`src/rtl/mult_sched.sv`:
```
// mult_sched: two-requester scheduler in front of a pipelined multiplier.
// Grants one operand pair per cycle, issues it to the multiplier, and
// writes each product into the winning requester's half of a memory.
// Optional macro MULT_SCHED_STRICT_PRIO_EN: requester 0 always wins ties
// (no round-robin pointer). Undefined: round-robin arbitration.
// Ports:
//   clk, rst                     clock, synchronous active-high reset
//   reqN_valid/a/b, reqN_ready   requester N operand handshake (N=0,1)
//   clear                        empty both result regions
//   mult_input0/1, mult_product  multiplier operands / result
//   EN_writeMem, writeMem_addr/val  memory write port
//   region_full                  per-requester region full flags
//   state                        controller state (IDLE/BUSY/FULL)
module mult_sched #(
    parameter int LOGDEPTH = 6,
    parameter int WIDTH    = 32,
    parameter int LAT      = 4
) (
    input  logic                clk,
    input  logic                rst,
    input  logic                req0_valid,
    input  logic [15:0]         req0_a,
    input  logic [15:0]         req0_b,
    output logic                req0_ready,
    input  logic                req1_valid,
    input  logic [15:0]         req1_a,
    input  logic [15:0]         req1_b,
    output logic                req1_ready,
    input  logic                clear,
    output logic [15:0]         mult_input0,
    output logic [15:0]         mult_input1,
    input  logic [WIDTH-1:0]    mult_product,
    output logic                EN_writeMem,
    output logic [LOGDEPTH-1:0] writeMem_addr,
    output logic [WIDTH-1:0]    writeMem_val,
    output logic [1:0]          region_full,
    output logic [1:0]          state
);
    localparam logic [1:0] IDLE = 2'b00;
    localparam logic [1:0] BUSY = 2'b01;
    localparam logic [1:0] FULL = 2'b10;

    localparam logic [LOGDEPTH-1:0] CAP = LOGDEPTH'(1 << (LOGDEPTH - 1));

    logic [LOGDEPTH-1:0] cnt0;
    logic [LOGDEPTH-1:0] cnt1;
    logic [LAT:0]        vld;
    logic [LOGDEPTH-1:0] adr [LAT+1];
    logic                elig0;
    logic                elig1;
    logic                gnt0;
    logic                gnt1;
    logic                accept;
    logic                busy_nxt;
    logic [LOGDEPTH-1:0] new_addr;
    logic [1:0]          state_nxt;

    assign region_full = {cnt1 == CAP, cnt0 == CAP};

    assign elig0 = req0_valid & ~region_full[0] & ~clear & ~rst;
    assign elig1 = req1_valid & ~region_full[1] & ~clear & ~rst;

`ifdef MULT_SCHED_STRICT_PRIO_EN
    assign gnt0 = elig0;
    assign gnt1 = elig1 & ~elig0;
`else
    // ptr high: requester 1 wins the next tie
    logic ptr;

    assign gnt0 = elig0 & (~elig1 | ~ptr);
    assign gnt1 = elig1 & (~elig0 | ptr);

    always_ff @(posedge clk) begin
        if (rst) begin
            ptr <= 1'b0;
        end else if (gnt0 | gnt1) begin
            ptr <= gnt0;
        end
    end
`endif

    assign req0_ready = gnt0;
    assign req1_ready = gnt1;
    assign accept     = gnt0 | gnt1;

    // Region select in the MSB, fill count below it
    assign new_addr = gnt1 ? {1'b1, cnt1[LOGDEPTH-2:0]}
                           : {1'b0, cnt0[LOGDEPTH-2:0]};

    // Anything still in flight after this edge
    assign busy_nxt = accept | (|vld[LAT-1:0]);

    always_comb begin
        state_nxt = state;
        unique case (state)
            IDLE: if (accept) state_nxt = BUSY;
            BUSY: begin
                if (!busy_nxt) begin
                    state_nxt = (&region_full && !clear) ? FULL : IDLE;
                end
            end
            FULL: if (clear) state_nxt = IDLE;
            default: state_nxt = IDLE;
        endcase
    end

    always_ff @(posedge clk) begin
        if (rst) begin
            cnt0 <= '0;
            cnt1 <= '0;
        end else if (clear) begin
            cnt0 <= '0;
            cnt1 <= '0;
        end else begin
            if (gnt0) cnt0 <= cnt0 + 1'b1;
            if (gnt1) cnt1 <= cnt1 + 1'b1;
        end
    end

    // vld[k]/adr[k] track the issue made k+1 cycles ago
    always_ff @(posedge clk) begin
        if (rst) begin
            vld <= '0;
            for (int i = 0; i <= LAT; i++) adr[i] <= '0;
        end else begin
            vld    <= {vld[LAT-1:0], accept};
            adr[0] <= new_addr;
            for (int i = 1; i <= LAT; i++) adr[i] <= adr[i-1];
        end
    end

    always_ff @(posedge clk) begin
        if (rst) begin
            mult_input0 <= '0;
            mult_input1 <= '0;
        end else if (gnt1) begin
            mult_input0 <= req1_a;
            mult_input1 <= req1_b;
        end else if (gnt0) begin
            mult_input0 <= req0_a;
            mult_input1 <= req0_b;
        end else begin
            mult_input0 <= '0;
            mult_input1 <= '0;
        end
    end

    // Product for the oldest issue is valid while vld[LAT] is set
    always_ff @(posedge clk) begin
        if (rst) begin
            EN_writeMem   <= 1'b0;
            writeMem_addr <= '0;
            writeMem_val  <= '0;
        end else begin
            EN_writeMem <= vld[LAT];
            if (vld[LAT]) begin
                writeMem_addr <= adr[LAT];
                writeMem_val  <= mult_product;
            end
        end
    end

    always_ff @(posedge clk) begin
        if (rst) begin
            state <= IDLE;
        end else begin
            state <= state_nxt;
        end
    end
endmodule

```
`config.mk`:
```
export PLATFORM = sky130hd
export DESIGN_NAME = mult_sched
export DESIGN_NICKNAME = d
export VERILOG_FILES = /design/src/rtl/mult_sched.sv
export SDC_FILE = /design/constraint.sdc
export NUM_CORES = 1
export LEC_CHECK = 0
export ABC_AREA = 1
export CORE_MARGIN = 8
export CORE_UTILIZATION = 43
export CTS_CLUSTER_SIZE = 24
export DETAILED_ROUTE_END_ITERATION = 6
export GPL_ROUTABILITY_DRIVEN = 0
export PLACE_DENSITY = 0.8
export SLEW_MARGIN = 20
export SYNTH_ARGS = -nofsm -noshare
export SYNTH_HDL_FRONTEND = slang
export SYNTH_SLANG_ARGS = --single-unit
```
`constraint.sdc`:
```
create_clock -name clk -period 1.84 [get_ports clk]
set_clock_uncertainty 0.1 [all_clocks]
set_input_delay 0.368 -clock clk [delete_from_list [all_inputs] [get_ports clk]]
set_output_delay 0.368 -clock clk [all_outputs]
set_load 0.005 [all_outputs]
```
==> results.md <==
* CP Launch Type: flip-flop
* Die Span X at 117 µm
* CTS tree: built
* Internal power at 0.00488 W
* Worst path cell trace: inv_2, ha_4, nand2_4, nor2_4, buf_6, nor2_8, nand2_4, inv_4, buf_6
* CORE AREA at 10,100 µm²
* Sequential share of the synthesized area at 0.552
* Post-DP Area at 6450 µm²
* Rel. slew slack at 0.753
* Max Freq at 0.487 GHz
* Die area at 13,700 µm²
* Yosys top cell area share at 0.552
* Clock Power Share at 0.478
* Pwr/cell area at 861 nW/µm²
* Hold_sp: req0_b[15]
* Crit path required time at 1.37 ns
* WS Path Type: flip-flop to output pin
* ANT nets after route at 0
* Crit. End Element: output pin
* Crit path DAT at 1.59 ns
* Hold Path Class: input pin to flip-flop
* Hold Vio Cnt, Final at 0
* Clock slew at reported path FFs at 0.06 ns
* Net Sw Frac at 0.216
* Via count at 4,263
* DR pass1 iterations at 5
* Sink Count at 121
* Post-DP HPWL at 9.28 mm
* Largest net degree at the start of global routing at 39
* Worst-margin pin slew at 0.371 ns
* Post-Route M1 WL at 5.05 mm
* Root buffer cell: clkbuf_8
* Worst r2r src: cnt1[0]$_SDFFE_PP0P_
* Final period utilization at 1.12
* CP Max Fanout at 2
* Routed WL at 13.2 mm
* Violated checks: setup timing
* Final setup vio count at 4
* Final #Nets at 869
* Worst path max stage delay at 0.32 ns
* Placed cells at 871
* Synth Register Bits at 121
* Synth top area cells: dfxtp_1 55%, nor2_1 11%, nand2_1 10%
* R2R Setup Slk at 0.13 ns
* Hold Path Sink: mult_input1[15]$_SDFF_PP0_
* Total CTS buffers at 17
* Starting density of the core at 0.435
* Max VDD drop at 503 µV
* FILL cells at 716
* Max layer used: met4
* Switch Pwr at 0.00135 W
* Final Critical Period at 2.05 ns
* Htree depth at 4
* DRC at 0
* Combinational group share of total power at 0.086
* # rows at 37
* Netlist cell types at 30
* Avg WL per Cell at 14.6 µm
* Met2 WL at 6.91 mm
* Max clock buf depth at 2
* Buf+Inv Stages, Crit Path at 4
* Final Slew Violations at 0
* Vias in the first global route at 4,350
* Initial antenna violation count at 0
* Final Cell Area at 7230 µm²
* First-pass GRT wire length at 20.0 mm
* Worst setup margin at -0.214 ns
* Ports at 178
* Mean Syn Cell Area at 8.00 µm²
* Finished Core Util at 0.716
* Crit path max-delay cell type: dfxtp_2
* Crit path max-delay family: buffers and inverters
* Syn Nets at 653
* Wire length on met3 at 1.06 mm
* Yosys warns at 0
* P&R area growth vs syn at 64.7%
* Outcome: complete, but fails checks
* Gr ovfl total at 0
* Antenna cell count at 0
* Area leader, netlist: dfxtp_1
* Share of layout cells above drive strength 1 at 0.151
* Clock Latency Late Sink at 0.51 ns
* Max cap viols at 0
* Syn Inst Count at 548
* WHS Path Cells at 3
* Worst r2r path cells at 11
* DR vias/cell at 4.68
* Finished Layout Cells at 910
* I/O Buffers at 177
* R2r endpoint: adr[0][3]$_SDFF_PP0_
* Initial DRC Count at 295
* GR Util All Layers at 0.187
* Leak Pwr at 3.78 nW
* RSZ-0062 raised after global routing: true
* Synthesized area at 4390 µm²
* Die H at 117 µm
* Reg power frac at 0.435
[cells by family after synthesis]
logic type      count (synthesis)  synth area share
compound gates                 58            0.0662
flops                         121             0.552
fa+ha+maj                       4            0.0114
buf+inv                        76            0.0819
simple gates                  283             0.276
xor+xnor                        6            0.0120
[worst register-to-register path, cell delays in order (launching register included)]
cell     delay (ns)
dfxtp_2        0.33
inv_2          0.05
ha_4           0.17
nand2_4        0.06
nor2_4         0.04
buf_6          0.12
nor2_8         0.09
nand2_4        0.06
inv_4          0.06
buf_4          0.33
nor2_1         0.09
nor2_1         0.14
[routing by layer]
metal / track usage / up-vias
met2: 0.344 / 164
met5: 0 / -
met4: 0.0666 / 0
met3: 0.0708 / 22
met1: 0.189 / 1965
li1: - / 2112
[how the worst max path moves through the flow]
stage | cells past startpoint | start | to | slack (ns)
2_1_floorplan | 8 | cnt1[0]$_SDFFE_PP0P_ | req1_ready | 0.14
3_3_place_gp | 8 | clear | req0_ready | -0.65
3_5_place_dp | 8 | rst | req0_ready | -0.66
4_1_cts | 9 | cnt1[1]$_SDFFE_PP0P_ | req1_ready | -0.24
5_1_grt | 9 | cnt1[0]$_SDFFE_PP0P_ | req1_ready | -0.28
6_report | 9 | cnt1[0]$_SDFFE_PP0P_ | req1_ready | -0.21
[cells in the mapped netlist, drive strengths merged]
| cell | number |
|---|---|
| o21ai | 44 |
| nand4 | 3 |
| dfxtp | 121 |
| ha | 4 |
| clkbuf | 12 |
| xor2 | 4 |
| a21oi | 14 |
| nor2 | 129 |
| xnor2 | 2 |
| nand2 | 130 |
| buf | 12 |
| nand3 | 21 |
| clkinv | 3 |
| inv | 49 |
[cells in the final DEF (no fill, tap or decap), drive strengths merged, types with 4 or more instances in the layout]
| master | instances |
|---|---|
| a21oi | 14 |
| buf | 48 |
| clkbuf | 20 |
| clkdlybuf4s50 | 121 |
| clkinv | 10 |
| dfxtp | 121 |
| dlygate4sd2 | 19 |
| dlymetal6s2s | 33 |
| ha | 4 |
| inv | 49 |
| nand2 | 130 |
| nand3 | 21 |
| nor2 | 129 |
| o21ai | 44 |
| xor2 | 4 |
[repair_timing]
action,CTS,global route
hold buffers,0,0
pin swaps,9,5
gates resized for setup,67,38
setup buffers,8,3
setup endpoints to repair,21,73
[final cells by class]
class / count / area (µm²) / area share
inverter: 52 / 211 / 0.0293
timing repair buffer: 221 / 2180 / 0.301
clock buffer: 20 / 455 / 0.0630
sequential: 121 / 2430 / 0.336
multi-input combinational: 351 / 1710 / 0.236
tap: 136 / 170 / 0.0235
clock inverter: 9 / 76.3 / 0.0106
[power by group through the flow]
stage | sequential (W) | combinational (W) | clock [W]
after floorplan | 0.00277 | 0.000149 | 0
after global placement | 0.00276 | 0.000518 | 0
after detailed placement | 0.00276 | 0.000531 | 0
after CTS | 0.00271 | 0.000545 | 0.00301
after global routing | 0.00271 | 0.000580 | 0.00313
final | 0.00271 | 0.000538 | 0.00298
[state kept, by name, summed over array words and instances, names as in the netlist]
name           flops
EN_writeMem        1
adr               30
cnt0               6
cnt1               6
mult_input0       16
mult_input1       16
ptr                1
state              2
vld                5
writeMem_addr      6
writeMem_val      32
[stage by stage]
stage	hold WS [ns]	setup slack, ns	power (W)	setup TNS, ns
after floorplan	0.288	0.138	0.00292	0
after global placement	0.289	-0.649	0.00328	-22.26
after detailed placement	0.293	-0.660	0.00329	-24.68
after CTS	0.278	-0.240	0.00626	-0.646
after global routing	0.289	-0.281	0.00642	-0.805
final	0.295	-0.214	0.00622	-0.532
(Power assumes the default switching activity.)
==> RTL edit, RTL diff (config.mk and constraints unchanged) <==
`LOGDEPTH`: 6 -> 5.
--- a/src/rtl/mult_sched.sv
+++ b/src/rtl/mult_sched.sv
@@ -12,7 +12,7 @@
 //   region_full                  per-requester region full flags
 //   state                        controller state (IDLE/BUSY/FULL)
 module mult_sched #(
-    parameter int LOGDEPTH = 6,
+    parameter int LOGDEPTH = 5,
     parameter int WIDTH    = 32,
     parameter int LAT      = 4
 ) (
Interface: changed (resized writeMem_addr); port bits go from 178 to 177. The function was not compared with the original's and may differ.
==> RTL edit against the unedited design <==
The flow still finishes with violations (setup timing). Hold slack worse by 0.00080 ns. Routed wire length down 9.1%. Sequential cell count down 8. Count of clock-buffer cells in the layout down 3. Global-route usage down 0.12 points. Area after synthesis down 9.2%. Total power up 3.1%. Design area down 5.9%. Non-clock buffer count down 10. Register-to-register slack worse by 0.07 ns. Worst setup slack worse by 0.075 ns. Critical endpoint is now req0_ready.
==> RTL edit: results (changes against the unedited design) <==
Run status
  • Status: finished, violations left
  • Failing checks: setup timing

Timing
  • Setup TNS: -0.883 ns (-0.351 ns)
  • Worst Max-Slew Pin Slew: 0.367 ns (-0.00368 ns)
  • Setup violators final: 4 (unchanged)
  • Final WS setup: -0.289 ns (-0.0752 ns)

Critical path
  • CP peak stage delay: 0.34 ns (+0.02 ns)
  • R2R depth: 12 (+1)
  • Worst Path Max Fanout: 3 (+1)

Final layout
  • Final nets: 811 (-6.7%)
  • N_diodes: 0 (unchanged)
  • Share of cells above drive strength 1: 16.0% (+0.88 points)
  • Biggest regs: writeMem_val x32, adr x25

Power and ir drop
  • Peak supply drop: 0.644 mV (+28%)
  • LEAKAGE: 0.00373 µW (-1.2%)

GRT
  • Total GRT Usage: 18.6% (-0.12 points)
  • Vias in the first global route: 3957 (-9.0%)
  • First-pass GRT wire length: 18.7 mm (-6.7%)
  • Pin count of the biggest net entering global routing: 41 (+5.1%)

Hold path
  • Worst Hold Class: reg2reg
  • Min-Delay Path Depth: 2 (-1)

Placed design
  • DP HPWL: 8.17 mm (-12%)
  • Post-Place Worst Slack: -0.494 ns (+0.166 ns)
  • PortBufs: 176 (-0.56%)

Logic synthesis
  • Synth top cells by count: dfxtp_1 (113), nor2_1 (113), nand2_1 (111)
  • Synthesized net count: 605 (-7.4%)
  • Largest cells by area after synthesis: dfxtp_1 (57%), nor2_1 (11%), nand2_1 (10%)
  • Netlist cell types: 24 (-20%)

Route
  • Pre-antenna DRT Iters: 6 (+1)
  • Drt first-iter violations: 211 (-28%)
  • Mean routed wirelength per cell: 14.5 µm (-0.31%)
  • Vias per cell: 4.66 (-0.52%)
==> RTL edit: kinds of logic (layout without fill, tap and decap cells) <==
| group | count (synthesis) | in the layout | synth area share (%) |
|---|---|---|---|
| XOR/XNOR | 6 | 6 | 1.32 |
| buffers and inverters | 71 | 290 | 8.13 |
| adder cells (fa/ha/maj) | 4 | 4 | 1.26 |
| AND/OR/NAND/NOR | 252 | 252 | 25.7 |
| flip-flops | 113 | 113 | 56.8 |
| AO/OA/AOI/OAI | 54 | 54 | 6.78 |
==> RTL edit: worst min-delay path, stage by stage (launching register included) <==
cell     delay [ns]
dfxtp_1        0.29
inv_1          0.04
nor2_1         0.03
==> RTL edit: layer usage <==
metal	part of all wire [%]	GRT usage, %
met1	40	18.4
met2	48	30.5
met3	10	10.9
met4	2.1	9.17
met5	0	0
==> RTL edit: worst paths after layout <==
kind                              endpoint  slack (ns)      start
worst min-delay path             adr[4][1]        0.29  adr[3][1]
worst max-delay path            req0_ready       -0.29    cnt1[1]
worst min register to register   adr[4][1]        0.29  adr[3][1]
worst max register to register     cnt1[3]        0.06    cnt1[1]
==> RTL edit: repair_timing <==
action | CTS | global route
pin swaps | 7 | 6
buffers inserted | 8 | 7
resized for setup | 55 | 55
gates cloned | 0 | 0
setup endpoints to repair | 22 | 67
==> RTL edit: final cells by class <==
| cell class | count | area, µm² |
|---|---|---|
| Tap cell | 111 | 139 |
| Clock inverter | 15 | 208 |
| Sequential cell | 113 | 2270 |
| Fill cell | 649 | 2310 |
| Multi-Input combinational cell | 316 | 1460 |
| Clock buffer | 17 | 414 |
| Inverter | 47 | 181 |
| Timing Repair Buffer | 211 | 2130 |
==> RTL edit: per-stage QoR <==
stage	area, µm²	cells
after global placement	5890	784
after global routing	6800	830
after CTS	6610	824
after detailed placement	5890	784
final	6800	830
after floorplan	3980	500
==> RTL edit: power breakdown <==
| group | internal [µW] | switching [µW] |
|---|---|---|
| clock | 2210 | 1170 |
| combinational | 314 | 189 |
| sequential | 2510 | 20.2 |
| total | 5040 | 1380 |
